## src/rtl/servo_pkg.sv

```systemverilog
// Shared encodings and default timing for the servo PWM block (50 MHz clk, 10 us tick, 20 ms frame).
package servo_pkg;

   typedef enum logic {
      MODE_HOLD  = 1'b0,
      MODE_SWEEP = 1'b1
   } mode_e;

   typedef enum logic [1:0] {
      ST_HOLD = 2'd0,
      ST_UP   = 2'd1,
      ST_DOWN = 2'd2
   } sweep_st_e;

   localparam int unsigned CLK_HZ           = 50_000_000;
   localparam int unsigned TICK_US          = 10;
   localparam int unsigned DEF_N_CH         = 4;
   localparam int unsigned DEF_CLK_DIV      = CLK_HZ / 1_000_000 * TICK_US;
   localparam int unsigned DEF_PERIOD_TICKS = 2000;
   localparam int unsigned DEF_MIN_TICKS    = 100;
   localparam int unsigned DEF_SPAN         = 100;
   localparam int unsigned DEF_PW           = 8;
   localparam int unsigned DEF_STEP         = 4;

   function automatic int unsigned ch_width(input int unsigned n);
      return (n > 1) ? $clog2(n) : 1;
   endfunction

endpackage

```

## src/rtl/servo_pwm_multi_if.sv

```systemverilog
// Config write port and PWM outputs of servo_pwm_multi; master drives config, slave is the PWM block.
interface servo_pwm_multi_if
   import servo_pkg::*;
#(
   parameter int N_CH = DEF_N_CH,
   parameter int PW   = DEF_PW
);
   localparam int CH_W = ch_width(N_CH);

   logic             cfg_we;
   logic [CH_W-1:0]  cfg_ch;
   logic             cfg_mode;
   logic [PW-1:0]    cfg_pos;
   logic [3:0]       cfg_rate;
   logic [N_CH-1:0]  pwm;
   logic             frame_start;

   modport master (
      output cfg_we, cfg_ch, cfg_mode, cfg_pos, cfg_rate,
      input  pwm, frame_start
   );

   modport slave (
      input  cfg_we, cfg_ch, cfg_mode, cfg_pos, cfg_rate,
      output pwm, frame_start
   );

endinterface

```

## src/rtl/servo_pwm_multi_tick_gen.sv

```systemverilog
// Prescaler: counts 0..CLK_DIV-1 and strobes tick for one clk on the wrap cycle.
// Latency: tick is decoded from the count register; no backpressure.
module tick_gen #(
   parameter int unsigned CLK_DIV = 500
)(
   input  logic clk,
   input  logic rst_n,
   output logic tick
);
   localparam int CW = (CLK_DIV > 1) ? $clog2(CLK_DIV) : 1;

   logic [CW-1:0] r_cnt;
   logic          w_wrap;

   assign w_wrap = (r_cnt == CW'(CLK_DIV - 1));
   assign tick   = w_wrap;

   always_ff @(posedge clk or negedge rst_n) begin
      if (!rst_n) begin
         r_cnt <= '0;
      end else if (w_wrap) begin
         r_cnt <= '0;
      end else begin
         r_cnt <= r_cnt + CW'(1);
      end
   end

endmodule

```

## src/rtl/servo_pwm_multi.sv

```systemverilog
// N-channel servo PWM with per-channel hold/sweep; pwm rises 1 clk after the frame counter reaches 0.
// Config writes are always accepted and take effect only at the next frame boundary.
module servo_pwm_multi
   import servo_pkg::*;
#(
   parameter int N_CH         = DEF_N_CH,
   parameter int CLK_DIV      = DEF_CLK_DIV,
   parameter int PERIOD_TICKS = DEF_PERIOD_TICKS,
   parameter int MIN_TICKS    = DEF_MIN_TICKS,
   parameter int SPAN         = DEF_SPAN,
   parameter int PW           = DEF_PW,
   parameter int STEP         = DEF_STEP
)(
   input  logic             clk,
   input  logic             rst_n,
   servo_pwm_multi_if.slave bus
);
   localparam int CH_W  = ch_width(N_CH);
   localparam int CNT_W = $clog2(PERIOD_TICKS + MIN_TICKS + SPAN + 1);

   logic             w_tick;
   logic             w_boundary;
   logic [PW-1:0]    w_cfg_pos;
   logic [CNT_W-1:0] r_frame;
   logic             r_at_start;
   logic             r_fs;

   tick_gen #(.CLK_DIV(CLK_DIV)) u_tick (
      .clk   (clk),
      .rst_n (rst_n),
      .tick  (w_tick)
   );

   assign w_boundary = w_tick && (r_frame == CNT_W'(PERIOD_TICKS - 1));
   assign w_cfg_pos  = (bus.cfg_pos > PW'(SPAN)) ? PW'(SPAN) : bus.cfg_pos;
   assign bus.frame_start = r_fs;

   // r_at_start marks the first cycle of a frame (frame counter just became 0); reset counts as a boundary.
   always_ff @(posedge clk or negedge rst_n) begin
      if (!rst_n) begin
         r_frame    <= '0;
         r_at_start <= 1'b1;
         r_fs       <= 1'b0;
      end else begin
         if (w_tick) begin
            r_frame <= w_boundary ? '0 : r_frame + CNT_W'(1);
         end
         r_at_start <= w_boundary;
         r_fs       <= r_at_start;
      end
   end

   for (genvar gi = 0; gi < N_CH; gi++) begin : g_ch
      logic             w_wr;
      logic             w_ld_mode;
      logic [PW-1:0]    w_ld_pos;
      logic [3:0]       w_ld_rate;
      logic [PW:0]      w_up;
      logic             w_dn_floor;
      logic [CNT_W-1:0] w_thr;

      logic             r_sh_mode;
      logic [PW-1:0]    r_sh_pos;
      logic [3:0]       r_sh_rate;
      logic             r_pend;
      sweep_st_e        r_st;
      logic [PW-1:0]    r_pos;
      logic [3:0]       r_rate;
      logic [3:0]       r_rcnt;
      logic             r_pwm;

      // Out-of-range channel numbers never match any gi, so such writes fall away here.
      assign w_wr       = bus.cfg_we && (bus.cfg_ch == CH_W'(gi));
      assign w_ld_mode  = w_wr ? bus.cfg_mode : r_sh_mode;
      assign w_ld_pos   = w_wr ? w_cfg_pos    : r_sh_pos;
      assign w_ld_rate  = w_wr ? bus.cfg_rate : r_sh_rate;
      assign w_up       = {1'b0, r_pos} + (PW+1)'(STEP);
      assign w_dn_floor = ({1'b0, r_pos} <= (PW+1)'(STEP));
      assign w_thr      = CNT_W'(MIN_TICKS) + CNT_W'(r_pos);
      assign bus.pwm[gi] = r_pwm;

      always_ff @(posedge clk or negedge rst_n) begin
         if (!rst_n) begin
            r_sh_mode <= 1'b0;
            r_sh_pos  <= '0;
            r_sh_rate <= '0;
            r_pend    <= 1'b0;
            r_st      <= ST_HOLD;
            r_pos     <= '0;
            r_rate    <= '0;
            r_rcnt    <= '0;
            r_pwm     <= 1'b0;
         end else begin
            r_pwm <= (r_frame < w_thr);
            if (w_wr) begin
               r_sh_mode <= bus.cfg_mode;
               r_sh_pos  <= w_cfg_pos;
               r_sh_rate <= bus.cfg_rate;
            end
            if (w_boundary) begin
               r_pend <= 1'b0;
               // A pending or same-cycle write replaces this boundary's sweep step.
               if (w_wr || r_pend) begin
                  r_pos  <= w_ld_pos;
                  r_rate <= w_ld_rate;
                  r_rcnt <= '0;
                  r_st   <= (w_ld_mode == MODE_SWEEP) ? ST_UP : ST_HOLD;
               end else if (r_st != ST_HOLD) begin
                  if (r_rcnt != r_rate) begin
                     r_rcnt <= r_rcnt + 4'd1;
                  end else begin
                     r_rcnt <= '0;
                     if (r_st == ST_UP) begin
                        if (w_up >= (PW+1)'(SPAN)) begin
                           r_pos <= PW'(SPAN);
                           r_st  <= ST_DOWN;
                        end else begin
                           r_pos <= w_up[PW-1:0];
                        end
                     end else begin
                        if (w_dn_floor) begin
                           r_pos <= '0;
                           r_st  <= ST_UP;
                        end else begin
                           r_pos <= r_pos - PW'(STEP);
                        end
                     end
                  end
               end
            end else if (w_wr) begin
               r_pend <= 1'b1;
            end
         end
      end
   end

endmodule

```

## src/flat_wrapper.sv

```systemverilog
// flat-port wrapper written by rule: the top's interface ports become plain ports
module servo_pwm_multi_flat import servo_pkg::*;
#(
   parameter int N_CH         = DEF_N_CH,
   parameter int CLK_DIV      = DEF_CLK_DIV,
   parameter int PERIOD_TICKS = DEF_PERIOD_TICKS,
   parameter int MIN_TICKS    = DEF_MIN_TICKS,
   parameter int SPAN         = DEF_SPAN,
   parameter int PW           = DEF_PW,
   parameter int STEP         = DEF_STEP
)
  (clk, rst_n, bus_cfg_we, bus_cfg_ch, bus_cfg_mode, bus_cfg_pos, bus_cfg_rate, bus_pwm, bus_frame_start);
  servo_pwm_multi_if #(.N_CH(N_CH), .PW(PW)) bus_i ();
  input  logic clk;
  input  logic rst_n;
  input wire logic [$bits(bus_i.cfg_we)-1:0] bus_cfg_we;
  input wire logic [$bits(bus_i.cfg_ch)-1:0] bus_cfg_ch;
  input wire logic [$bits(bus_i.cfg_mode)-1:0] bus_cfg_mode;
  input wire logic [$bits(bus_i.cfg_pos)-1:0] bus_cfg_pos;
  input wire logic [$bits(bus_i.cfg_rate)-1:0] bus_cfg_rate;
  output wire logic [$bits(bus_i.pwm)-1:0] bus_pwm;
  output wire logic [$bits(bus_i.frame_start)-1:0] bus_frame_start;
  assign bus_i.cfg_we = bus_cfg_we;
  assign bus_i.cfg_ch = bus_cfg_ch;
  assign bus_i.cfg_mode = bus_cfg_mode;
  assign bus_i.cfg_pos = bus_cfg_pos;
  assign bus_i.cfg_rate = bus_cfg_rate;
  assign bus_pwm = bus_i.pwm;
  assign bus_frame_start = bus_i.frame_start;
  servo_pwm_multi #(.N_CH(N_CH), .CLK_DIV(CLK_DIV), .PERIOD_TICKS(PERIOD_TICKS), .MIN_TICKS(MIN_TICKS), .SPAN(SPAN), .PW(PW), .STEP(STEP)) u_core (.clk(clk), .rst_n(rst_n), .bus(bus_i));
endmodule
```

## config.mk

```make
export PLATFORM = sky130hd
export DESIGN_NAME = servo_pwm_multi_flat
export DESIGN_NICKNAME = d
export VERILOG_FILES = /design/src/rtl/servo_pkg.sv /design/src/rtl/servo_pwm_multi_if.sv /design/src/rtl/servo_pwm_multi_tick_gen.sv /design/src/rtl/servo_pwm_multi.sv /design/src/flat_wrapper.sv
export SDC_FILE = /design/constraint.sdc
export NUM_CORES = 1
export LEC_CHECK = 0
export ABC_AREA = 1
export BUFFER_PORTS_ARGS = -buffer_cell sky130_fd_sc_hd__buf_4
export CELL_PAD_IN_SITES_DETAIL_PLACEMENT = 0
export CELL_PAD_IN_SITES_GLOBAL_PLACEMENT = 1
export CORE_ASPECT_RATIO = 1.25
export CORE_MARGIN = 4
export CORE_UTILIZATION = 50
export DETAILED_ROUTE_END_ITERATION = 10
export GPL_TIMING_DRIVEN = 1
export PLACE_DENSITY = 0.8
export SYNTH_ARGS = -nofsm -noshare
export SYNTH_HDL_FRONTEND = slang
export SYNTH_SLANG_ARGS = --single-unit
```

## constraint.sdc

```tcl
create_clock -name clk -period 5.52 [get_ports clk]
set_input_delay 1.104 -clock clk [delete_from_list [all_inputs] [get_ports clk]]
set_output_delay 1.104 -clock clk [all_outputs]
set_load 0.05 [all_outputs]
```

=== Yosys cells after proc, flatten, opt, wreduce, memory -nomap -nowiden ===
Index checks and enable logic that the tools add are counted.

* Register bits after elaboration: 155
* Bits of input ports: 18
* Output and inout bits: 5

* $add $sub $neg: 18
* Magnitude comparators: 13
* Eq/ne operators: 21
* Multiplexer cells: 87
* Reductions and logical operators: 42

{| class="wikitable"
|+ Operators by type and width
! operator !! number
|-
| 8-bit 2-to-1 mux || 29
|-
| 4-bit 2-to-1 mux || 16
|-
| 12-bit < comparator || 4
|-
| 2-bit 2-to-1 mux || 24
|-
| 7-bit by 8-bit adder with 9-bit output, first input constant || 4
|-
| 8-bit by 3-bit adder with 9-bit output, second input constant || 4
|-
| 9-bit by 7-bit >= comparator with 1-bit output, second input constant || 4
|-
| 8-bit by 3-bit <= comparator with 1-bit output, second input constant || 4
|-
| 8-bit by 3-bit subtractor with 8-bit output, second input constant || 4
|-
| 2-bit nonzero test || 12
|-
| 5-bit AND reduction || 4
|-
| 4-bit by 1-bit adder with 4-bit output, second input constant || 4
|-
| 1-bit 2-to-1 mux || 16
|-
| 4-bit inequality test || 4
|-
| 2-bit AND reduction || 8
|-
| 12-bit by 1-bit adder with 12-bit output, second input constant || 1
|-
| 12-bit by 11-bit == test with 1-bit output, second input constant || 1
|-
| 12-bit 2-to-1 mux || 1
|-
| 3-bit by 2-bit inequality test with 1-bit output, second input constant || 4
|-
| 3-bit AND reduction || 4
|-
| 3-bit nonzero test || 4
|-
| 2-bit by 1-bit == test with 1-bit output, second input constant || 5
|-
| 9-bit by 1-bit adder with 9-bit output, second input constant || 1
|-
| 9-bit == test, second input constant || 1
|-
| other kinds (7) || 18
|}

=== Logic depth before layout (Yosys ltp) ===
Gate-level depths: netlist of the first run.

* Depth in word-level cells: 7
* Gate-level depth with buffers: 13

=== Cells and area by module ===
From an unflattened synthesis of the first run, not the netlist that was laid out.

* Cell total of the unflattened synthesis: 1,330
* Area total of the unflattened synthesis: 9,860.7 um^2

{| class="wikitable"
|+ Modules (own cells, without submodules)
! module !! times used !! cells an instance !! area an instance (um^2)
|-
| servo_pwm_multi || 1 || 1,274 || 9,380.2
|-
| tick_gen || 1 || 56 || 480.5
|}

=== Worst setup path before layout of the first run ===
No wires, ideal clock.

* Kind: in2reg
* Start: in bus_cfg_pos[0]
* End: reg u_core.g_ch[3].r_pos[5]
* Library setup time: 0.120 ns
* Arrival time: 2.031 ns
* Slack: 3.369 ns
* Stages on the path: 10
* Path buffers: 0
* Path through: o21ai_0 -> nand2_1 -> nand2_1 -> nand2_1 -> nor2_1 -> nand2_1 -> nand3_1 -> nand2_1 -> nand2_1 -> nand2_1

* Word-level cells in the longest chain between the ends: 4

{| class="wikitable"
|+ RTL lines
! what !! line !! source
|-
| start, declared || flat_wrapper.sv:19 || <nowiki>input wire logic [$bits(bus_i.cfg_pos)-1:0] bus_cfg_pos;</nowiki>
|-
| 8-bit by 7-bit greater-than comparator with 1-bit output || servo_pwm_multi.sv:35 || <nowiki>assign w_cfg_pos = (bus.cfg_pos > PW'(SPAN)) ? PW'(SPAN) : bus.cfg_pos;</nowiki>
|-
| 8-bit 2-to-1 mux || servo_pwm_multi.sv:35 ||
|-
| 8-bit 2-to-1 mux || -- ||
|-
| 8-bit 2-to-1 mux || servo_pwm_multi.sv:103 || <nowiki>if (w_wr || r_pend) begin</nowiki>
|-
| end signal, assigned || servo_pwm_multi.sv:104 || <nowiki>r_pos <= w_ld_pos;</nowiki>
|-
| end signal, assigned || servo_pwm_multi.sv:115 || <nowiki>r_pos <= PW'(SPAN);</nowiki>
|-
| end signal, assigned || servo_pwm_multi.sv:118 || <nowiki>r_pos <= w_up[PW-1:0];</nowiki>
|-
| end, declared || servo_pwm_multi.sv:67 || <nowiki>logic [PW-1:0] r_pos;</nowiki>
|}

Every way passes these cells.
A chain may end at the register's enable or synchronous reset.

=== Worst setup path after layout of the first run ===
* Start: reg u_core.r_frame[1]
* End: reg u_core.g_ch[0].r_pos[3]

* Word-level cells in the longest chain between the ends: 3

{| class="wikitable"
|+ RTL lines
! what !! line !! source
|-
| start, declared || servo_pwm_multi.sv:24 || <nowiki>logic [CNT_W-1:0] r_frame;</nowiki>
|-
| start signal, assigned || servo_pwm_multi.sv:46 || <nowiki>r_frame <= w_boundary ? '0 : r_frame + CNT_W'(1);</nowiki>
|-
| 12-bit by 11-bit == test with 1-bit output || servo_pwm_multi.sv:34 || <nowiki>assign w_boundary = w_tick && (r_frame == CNT_W'(PERIOD_TICKS - 1));</nowiki>
|-
| 1-bit logical AND || servo_pwm_multi.sv:34 ||
|-
| 3-bit AND reduction (no line) || -- ||
|-
| end signal, assigned || servo_pwm_multi.sv:104 ||
|-
| end signal, assigned || servo_pwm_multi.sv:115 ||
|-
| end signal, assigned || servo_pwm_multi.sv:118 ||
|-
| end, declared || servo_pwm_multi.sv:67 ||
|}

Every way passes these cells.

==> results of run 1 <==
==> per-layer routing <==
layer | GRT usage | vias to the layer above
li1 | - | 4163
met2 | 0.4166 | 96
met4 | 0.06616 | 0
met3 | 0.02604 | 30
met5 | 0 | -
met1 | 0.3159 | 3776
==> cell families after synthesis <==
kind of cell / after synthesis / synth area share
and+or+nand+nor: 671 / 0.3170
buffers and inverters: 190 / 0.07889
AOI/OAI and AO/OA: 178 / 0.1048
DFF: 155 / 0.3984
adders and majority gates: 54 / 0.06938
xor gates and xnor gates: 35 / 0.03148
==> final cells by class <==
type | count | area, µm² | share of cell area
repair buffers | 25 | 191.4 | 0.01776
flip-flops and latches | 155 | 3880 | 0.3599
well taps | 261 | 326.6 | 0.03029
multi-input cells | 938 | 5090 | 0.4721
inverters | 169 | 641.9 | 0.05953
clock inverters | 11 | 191.4 | 0.01776
clock buffers | 21 | 460.4 | 0.04271
==> registers in the layout, summed over array words and instances, names as in the netlist, 8 cells and up <==
register / cells
u_core.r_frame: 12
u_core.g_ch.r_pos: 32
u_core.g_ch.r_rate: 16
u_core.g_ch.r_st: 8
u_core.g_ch.r_rcnt: 16
u_core.g_ch.r_sh_rate: 16
u_core.g_ch.r_sh_pos: 32
u_core.u_tick.r_cnt: 9
==> through the flow <==
stage / utilization / worst slack [ns] / area (µm²) / instances
2_1_floorplan: - / 3.369 / 9738 / 1283
3_3_place_gp: 0.5335 / 2.874 / 10130 / 1548
3_5_place_dp: 0.5335 / 2.836 / 10130 / 1548
4_1_cts: 0.5678 / 3.091 / 10780 / 1580
5_1_grt: 0.5678 / 2.863 / 10780 / 1580
6_report: 0.5678 / 3.072 / 10780 / 1580
==> placed cells by master, fill, tap and decap left out, types with 3 or more instances in the layout <==
master / synthesis / routed
o21a_1: 12 / 12
o211ai_1: 7 / 7
a21oi_1: 43 / 43
inv_1: 157 / 157
xnor2_1: 10 / 10
nor3_1: 12 / 12
clkbuf_16: 0 / 17
o22ai_1: 4 / 4
a21boi_0: 12 / 12
and2_1: 4 / 4
clkinvlp_4: 0 / 3
inv_4: 3 / 3
dfrtp_1: 154 / 154
o31ai_1: 3 / 3
ha_1: 54 / 54
a21oi_2: 5 / 5
nand3_1: 89 / 89
xor2_1: 25 / 25
o21ai_0: 71 / 71
nor2_2: 11 / 11
nand2_2: 8 / 8
a211oi_1: 4 / 4
inv_2: 8 / 8
bufinv_16: 0 / 5
o21ai_1: 10 / 10
buf_4: 5 / 24
nand4_1: 18 / 18
or2_2: 10 / 10
a31oi_1: 5 / 5
nand2_1: 378 / 378
nor2_8: 4 / 4
nor2_1: 110 / 110
nand3_4: 7 / 7
nand2_4: 7 / 7
nor2_4: 4 / 4
==> power groups by stage <==
| stage | Combinational [mW] | Sequential [mW] | Clock (mW) |
|---|---|---|---|
| after floorplan | 0.138 | 1.22 | 0 |
| after global placement | 0.214 | 1.23 | 0 |
| after detailed placement | 0.216 | 1.23 | 0 |
| after CTS | 0.217 | 1.21 | 1.33 |
| after global routing | 0.247 | 1.22 | 1.38 |
| final | 0.213 | 1.21 | 1.31 |
==> critical path, cell delays in order (launching register included) <==
cell	delay [ns]
dfrtp_1	0.61
ha_1	0.34
inv_1	0.06
nor2_1	0.14
nand4_1	0.20
nor2_2	0.12
buf_4	0.27
inv_2	0.21
nor2_2	0.23
nand3_1	0.12
nand2_1	0.07
==> worst max path at each step <==
stage                            from                 endpoint  slack, ns  depth (start not counted)
finish              u_core.r_frame[1]  u_core.g_ch[0].r_pos[3]       3.07                         10
global route        u_core.r_frame[1]  u_core.g_ch[0].r_pos[3]       2.86                         10
CTS                 u_core.r_frame[1]  u_core.g_ch[0].r_pos[3]       3.09                         10
detailed placement      bus_cfg_ch[0]  u_core.g_ch[2].r_pos[2]       2.84                         11
global placement       bus_cfg_pos[0]  u_core.g_ch[3].r_pos[5]       2.87                         11
floorplan              bus_cfg_pos[0]  u_core.g_ch[3].r_pos[5]       3.37                         10
==> metrics.md, run 1 <==
| Metric | Value |
|---|---|
| Area leader, netlist | `dfrtp_1` |
| Ant diodes | `0` |
| Ports | `23` |
| Comb pwr share | `0.078` |
| Nets | `~1400` |
| Drt drc | `0` |
| Maximum vdd drop | `271.6 µV` |
| Achievable clock frequency | `a little over 0.4 GHz` |
| Hold slack | `0.3917 ns` |
| First drt pass iteration count | `5` |
| Slew Limit Fails | `0` |
| Cells after synthesis | `1283` |
| WP data required | `5.89 ns` |
| Area growth, synth to finish | `10.72%` |
| Hold Crit Class | `reg2reg` |
| Filler Cell Count | `1867` |
| Die H | `164.0 µm` |
| DR top layer | `met4` |
| RR Startpoint | `u_core.r_frame[1]` |
| PortBufs | `22` |
| Clk_skew | `0.01012 ns` |
| CTS tree | `built` |
| Commonest cells in the netlist | `378 x nand2_1, 157 x inv_1, 154 x dfrtp_1` |
| Slew headroom | `0.4807` |
| Clock share of power | `0.479` |
| Most common cell in the netlist | `nand2_1` |
| Detail Route Antenna Nets | `0` |
| Main synth FF type | `dfrtp_1` |
| Num CTS Buffers | `17` |
| GR Util All Layers | `0.2385` |
| Fin. Hold Viols | `0` |
| Post-Route M1 WL | `11420 µm` |
| Min Tclk post-route | `2.448 ns` |
| FFs w/ async S/R, synth | `1.000` |
| Mean Syn Cell Area | `7.590 µm²` |
| Post-synth top area share | `0.3957` |
| Cell internal pwr | `2.092 mW` |
| WHS Endpoint | `u_core.bus.frame_start` |
| Worst r2r dst | `u_core.g_ch[0].r_pos[3]` |
| WL/cell | `15.58 µm` |
| Detailed Route WL | `24610 µm` |
| Critical Path AT | `2.81 ns` |
| Fraction of layout cells with a size suffix above 1 | `0.09856` |
| Core ar. | `about 19000 µm²` |
| Net Switching | `approximately 640 µW` |
| Setup TNS | `0 ns` |
| Syn nets | `1355` |
| Final Cycle Share | `0.4435` |
| H-tree Lvls | `4` |
| Pin count of the biggest net entering global routing | `around 80` |
| Crit-path max FO | `11` |
| DR WL met2 | `12340 µm` |
| EDFF count, synth | `0` |
| Worst Hold Path Cells | `0` |
| HPWL Detailed | `around 18000 µm` |
| Post-CTS Resized | `0` |
| Unique masters post-synth | `45` |
| Initial Util | `0.5128` |
| DR iter-0 viols | `460` |
| Post-CTS Setup Bufs | `0` |
| Final setup vio count | `0` |
| Grt total ovfl | `0` |
| Sequential area share after synthesis | `0.3984` |
| Die area | `21790 µm²` |
| Vias in the first global route | `7999` |
| Routed vias | `approximately 8100` |
| RSZ-0062 raised after global routing | `no` |
| First-pass GRT wire length | `41190 µm` |
| Routability congestion estimate | `approximately 0.86` |
| Dominant cells by area after synthesis | `dfrtp_1 40%, nand2_1 15%, ha_1 6.9%` |
| Cell area power density | `about 250 nW/µm²` |
| CTS root buf | `clkbuf_16` |
| Worst skew pair latency | `about 0.43 ns` |
| Synthesis-stage register bit count | `155` |
| Standard-cell rows | `between 50 and 60` |
| Via-per-instance ratio | `just over 5` |
| Ys Warns | `0` |
| Hold Startpoint | `u_core.r_at_start` |
| WS Path Type | `reg2reg` |
| Max clock buf depth | `2` |
| Clock-pin slew on the worst setup and hold paths | `0.06 ns` |
| Die width | `132.8 µm` |
| # hold bufs at CTS | `0` |
| Register-to-register setup slack | `3.07 ns` |
| Status | `complete, no violations` |
| Initial antenna violation count | `0` |
| Synthesized area | `9738 µm²` |
| Share of total power in sequential cells | `0.443` |
| Sw frac | `0.2345` |
| Met3 wire len | `roughly 470 µm` |
| CTS Sinks | `155` |
| # Max-Cap Violations | `0` |
| R2R depth | `10` |
| Total power draw | `2.732 mW` |
| Worst-Margin Slew | `0.7790 ns` |
| Crit. End Element | `flop` |
| Leak | `5.658 nW` |
| Crit start category | `flop` |
No activity file was read; power rests on OpenSTA's default activity.
==> inputs of run 2 (changes only) <==
CORE_UTILIZATION = 43   (was 50)
PLACE_DENSITY = 0.73   (was 0.8)
clock period = 2 ns   (was 5.52 ns; I/O delays follow)
==> run 2 against run 1 <==
Against the previous run:
- power grew to 2.6 times the previous value
- sequential cell count stayed put
- clock skew about the same
- final cell count is 5.1% higher
- fmax grew 32%
- critical path type unchanged
- utilization shrank 6.4 points
- largest power group is now registers
- clock power is 130% higher
- die area is 15% higher
- highest routed layer unchanged
- sequential power increased to 2.8 times the previous value
==> metrics.md, run 2 (same netlist as run 1, synthesis figures left out) <==
| Metric | Value |
|---|---|
| Hold Crit Class | `in2reg` |
| Core ar. | `between 20000 and 25000 µm²` |
| Net Switching | `1.785 mW` |
| Inst Count DP | `1625` |
| Most frequent cells in the layout | `373 x nand2_1, 155 x inv_1, 149 x dfrtp_1` |
| Critical-path cell list | `ha_1, nand2_2, a21oi_1, a21oi_1, ha_1, nand2_1, nor2_1, a211oi_1, o21ai_0, a21oi_1` |
| R2R depth | `10` |
| H-tree Lvls | `4` |
| GR Util All Layers | `0.2174` |
| CTS tree | `built` |
| Final std cells w/o fill | `1660` |
| DR iter-0 viols | `507` |
| Register-to-register setup slack | `roughly 0.15 ns` |
| Grt total ovfl | `0` |
| Min Tclk post-route | `1.849 ns` |
| Slew headroom | `0.6975` |
| Routability congestion estimate | `0.8798` |
| Critical Path Stages | `10` |
| Regs by FF count | `u_core.g_ch.r_pos (32), u_core.g_ch.r_sh_pos (32)` |
| Hold slack | `approximately 0.32 ns` |
| Slew Limit Fails | `0` |
| Most common cell after layout, fill and taps aside | `nand2_1` |
| RSZ-0062 raised after global routing | `yes` |
| Critical path's most frequent cell | `a21oi_1` |
| Clk_skew | `0.009828 ns` |
| WP data required | `2.35 ns` |
| CP Buf/Inv Count | `0` |
| Ports | `23` |
| Crit-path max FO | `8` |
| Max incr delay on CP | `0.44 ns` |
| Area growth, synth to finish | `15.20%` |
| Clock share of power | `0.433` |
| Num CTS Buffers | `17` |
| Via-per-instance ratio | `4.999` |
| Drt drc | `0` |
| CTS root buf | `clkbuf_16` |
| Status | `complete, no violations` |
| Final setup vio count | `0` |
| WS Path Type | `reg2reg` |
| Initial antenna violation count | `0` |
| RR Startpoint | `u_core.g_ch[0].r_pos[2]` |
| Pin count of the biggest net entering global routing | `43` |
| Sw frac | `0.2544` |
| Worst skew pair latency | `0.42 ns` |
| Detailed Route WL | `25960 µm` |
| Die width | `142.6 µm` |
| Crit path max-delay cell type | `dfrtp_2` |
| Critical Path AT | `2.20 ns` |
| Comb pwr share | `0.091` |
| Maximum vdd drop | `517.2 µV` |
| Nets | `1436` |
| Ant diodes | `0` |
| Worst r2r dst | `u_core.g_ch[0].r_pwm` |
| Leak | `5.915 nW` |
| HPWL Detailed | `19530 µm` |
| Initial Util | `0.4370` |
| Worst-Margin Slew | `0.4521 ns` |
| Die area | `about 25000 µm²` |
| Share of total power in sequential cells | `0.476` |
| Final Cycle Share | `0.9244` |
| Hold Startpoint | `bus_cfg_mode` |
| Fraction of layout cells with a size suffix above 1 | `0.1460` |
| CTS Sinks | `~160` |
| Cell internal pwr | `5.231 mW` |
| Achievable clock frequency | `between 0.5 and 0.6 GHz` |
| Crit start category | `flop` |
| Die H | `176.3 µm` |
| First-pass GRT wire length | `about 43000 µm` |
| CP top delay family | `compound AO/OA/AOI/OAI gates` |
| Crit. Startpoint | `u_core.g_ch[0].r_pos[2]` |
| Fin. Hold Viols | `0` |
| Detail Route Antenna Nets | `0` |
| Clock-pin slew on the worst setup and hold paths | `0.06 ns` |
| # Max-Cap Violations | `0` |
| PortBufs | `22` |
| Routed vias | `8299` |
| Max clock buf depth | `2` |
| WL/cell | `15.64 µm` |
| Critical Path End | `u_core.g_ch[0].r_pwm` |
| Standard-cell rows | `around 60` |
| Cell area power density | `625.4 nW/µm²` |
| Vias in the first global route | `around 8000` |
| Crit. End Element | `flop` |
| First drt pass iteration count | `5` |
run 2: cell types whose count changed in the layout (fill, tap and decap cells not counted), sizes merged:
cell / delta
clkinv: +6
dlygate4sd3: +1
buf: +57
bufinv: -4
clkinvlp: -1
clkbuf: -1
run 2: timing repair:
action                                 CTS  global route
hold buffers                             1             0
endpoints found under the hold margin   34             0
gates resized for setup                  0            19
setup buffers                            0             2
setup endpoints to repair                0            19
run 2: area by class of cell:
cell class	count	area, µm²
clock buffers	20	436.7
fillers	2265	11070
multi-input cells	938	5131
inverters	169	641.9
clock inverters	12	101.3
well taps	283	354.1
repair buffers	83	666.9
flip-flops and latches	155	3886
run 2: worst min-delay path: stages:
cell	delay, ns
buf_4	0.16
nand2_1	0.09
nand2_1	0.06
run 2: through the flow:
stage | setup TNS, ns | power [mW] | setup slack, ns | instance area, µm² | util
2_1_floorplan | 0 | 3.759 | 0.2576 | 9738 | -
3_5_place_dp | 0 | 4.039 | 0.08480 | 10610 | 0.4760
5_1_grt | -0.01165 | 7.331 | -0.01165 | 11220 | 0.5034
6_report | 0 | 7.016 | 0.1513 | 11220 | 0.5034
3_3_place_gp | 0 | 4.029 | 0.1022 | 10610 | 0.4760
4_1_cts | 0 | 7.088 | 0.05592 | 11160 | 0.5006
run 2: worst min-delay path by stage:
stage / cells past startpoint / slack [ns] / to
floorplan: 0 / 0.10 / u_core.bus.frame_start
global placement: 1 / 0.35 / u_core.g_ch[3].r_rcnt[1]
detailed placement: 1 / 0.35 / u_core.g_ch[3].r_rcnt[1]
CTS: 3 / 0.30 / u_core.g_ch[3].r_sh_mode
global route: 3 / 0.32 / u_core.g_ch[3].r_sh_mode
finish: 3 / 0.32 / u_core.g_ch[3].r_sh_mode
run 2: power by group through the flow:
stage	Clock, mW	Combinational [mW]	Sequential, mW
2_1_floorplan	0	0.380	3.38
3_3_place_gp	0	0.641	3.39
3_5_place_dp	0	0.646	3.39
4_1_cts	3.10	0.651	3.34
5_1_grt	3.24	0.736	3.35
6_report	3.04	0.641	3.34
run 2: layer usage:
metal | GRT usage | routed length, µm | vias to the layer above
met5 | 0 | 0 | -
met4 | 0.06577 | 586 | 0
met3 | 0.03089 | 732 | 31
met2 | 0.3681 | 12850 | 104
met1 | 0.2881 | 11790 | 3884
li1 | - | - | 4280
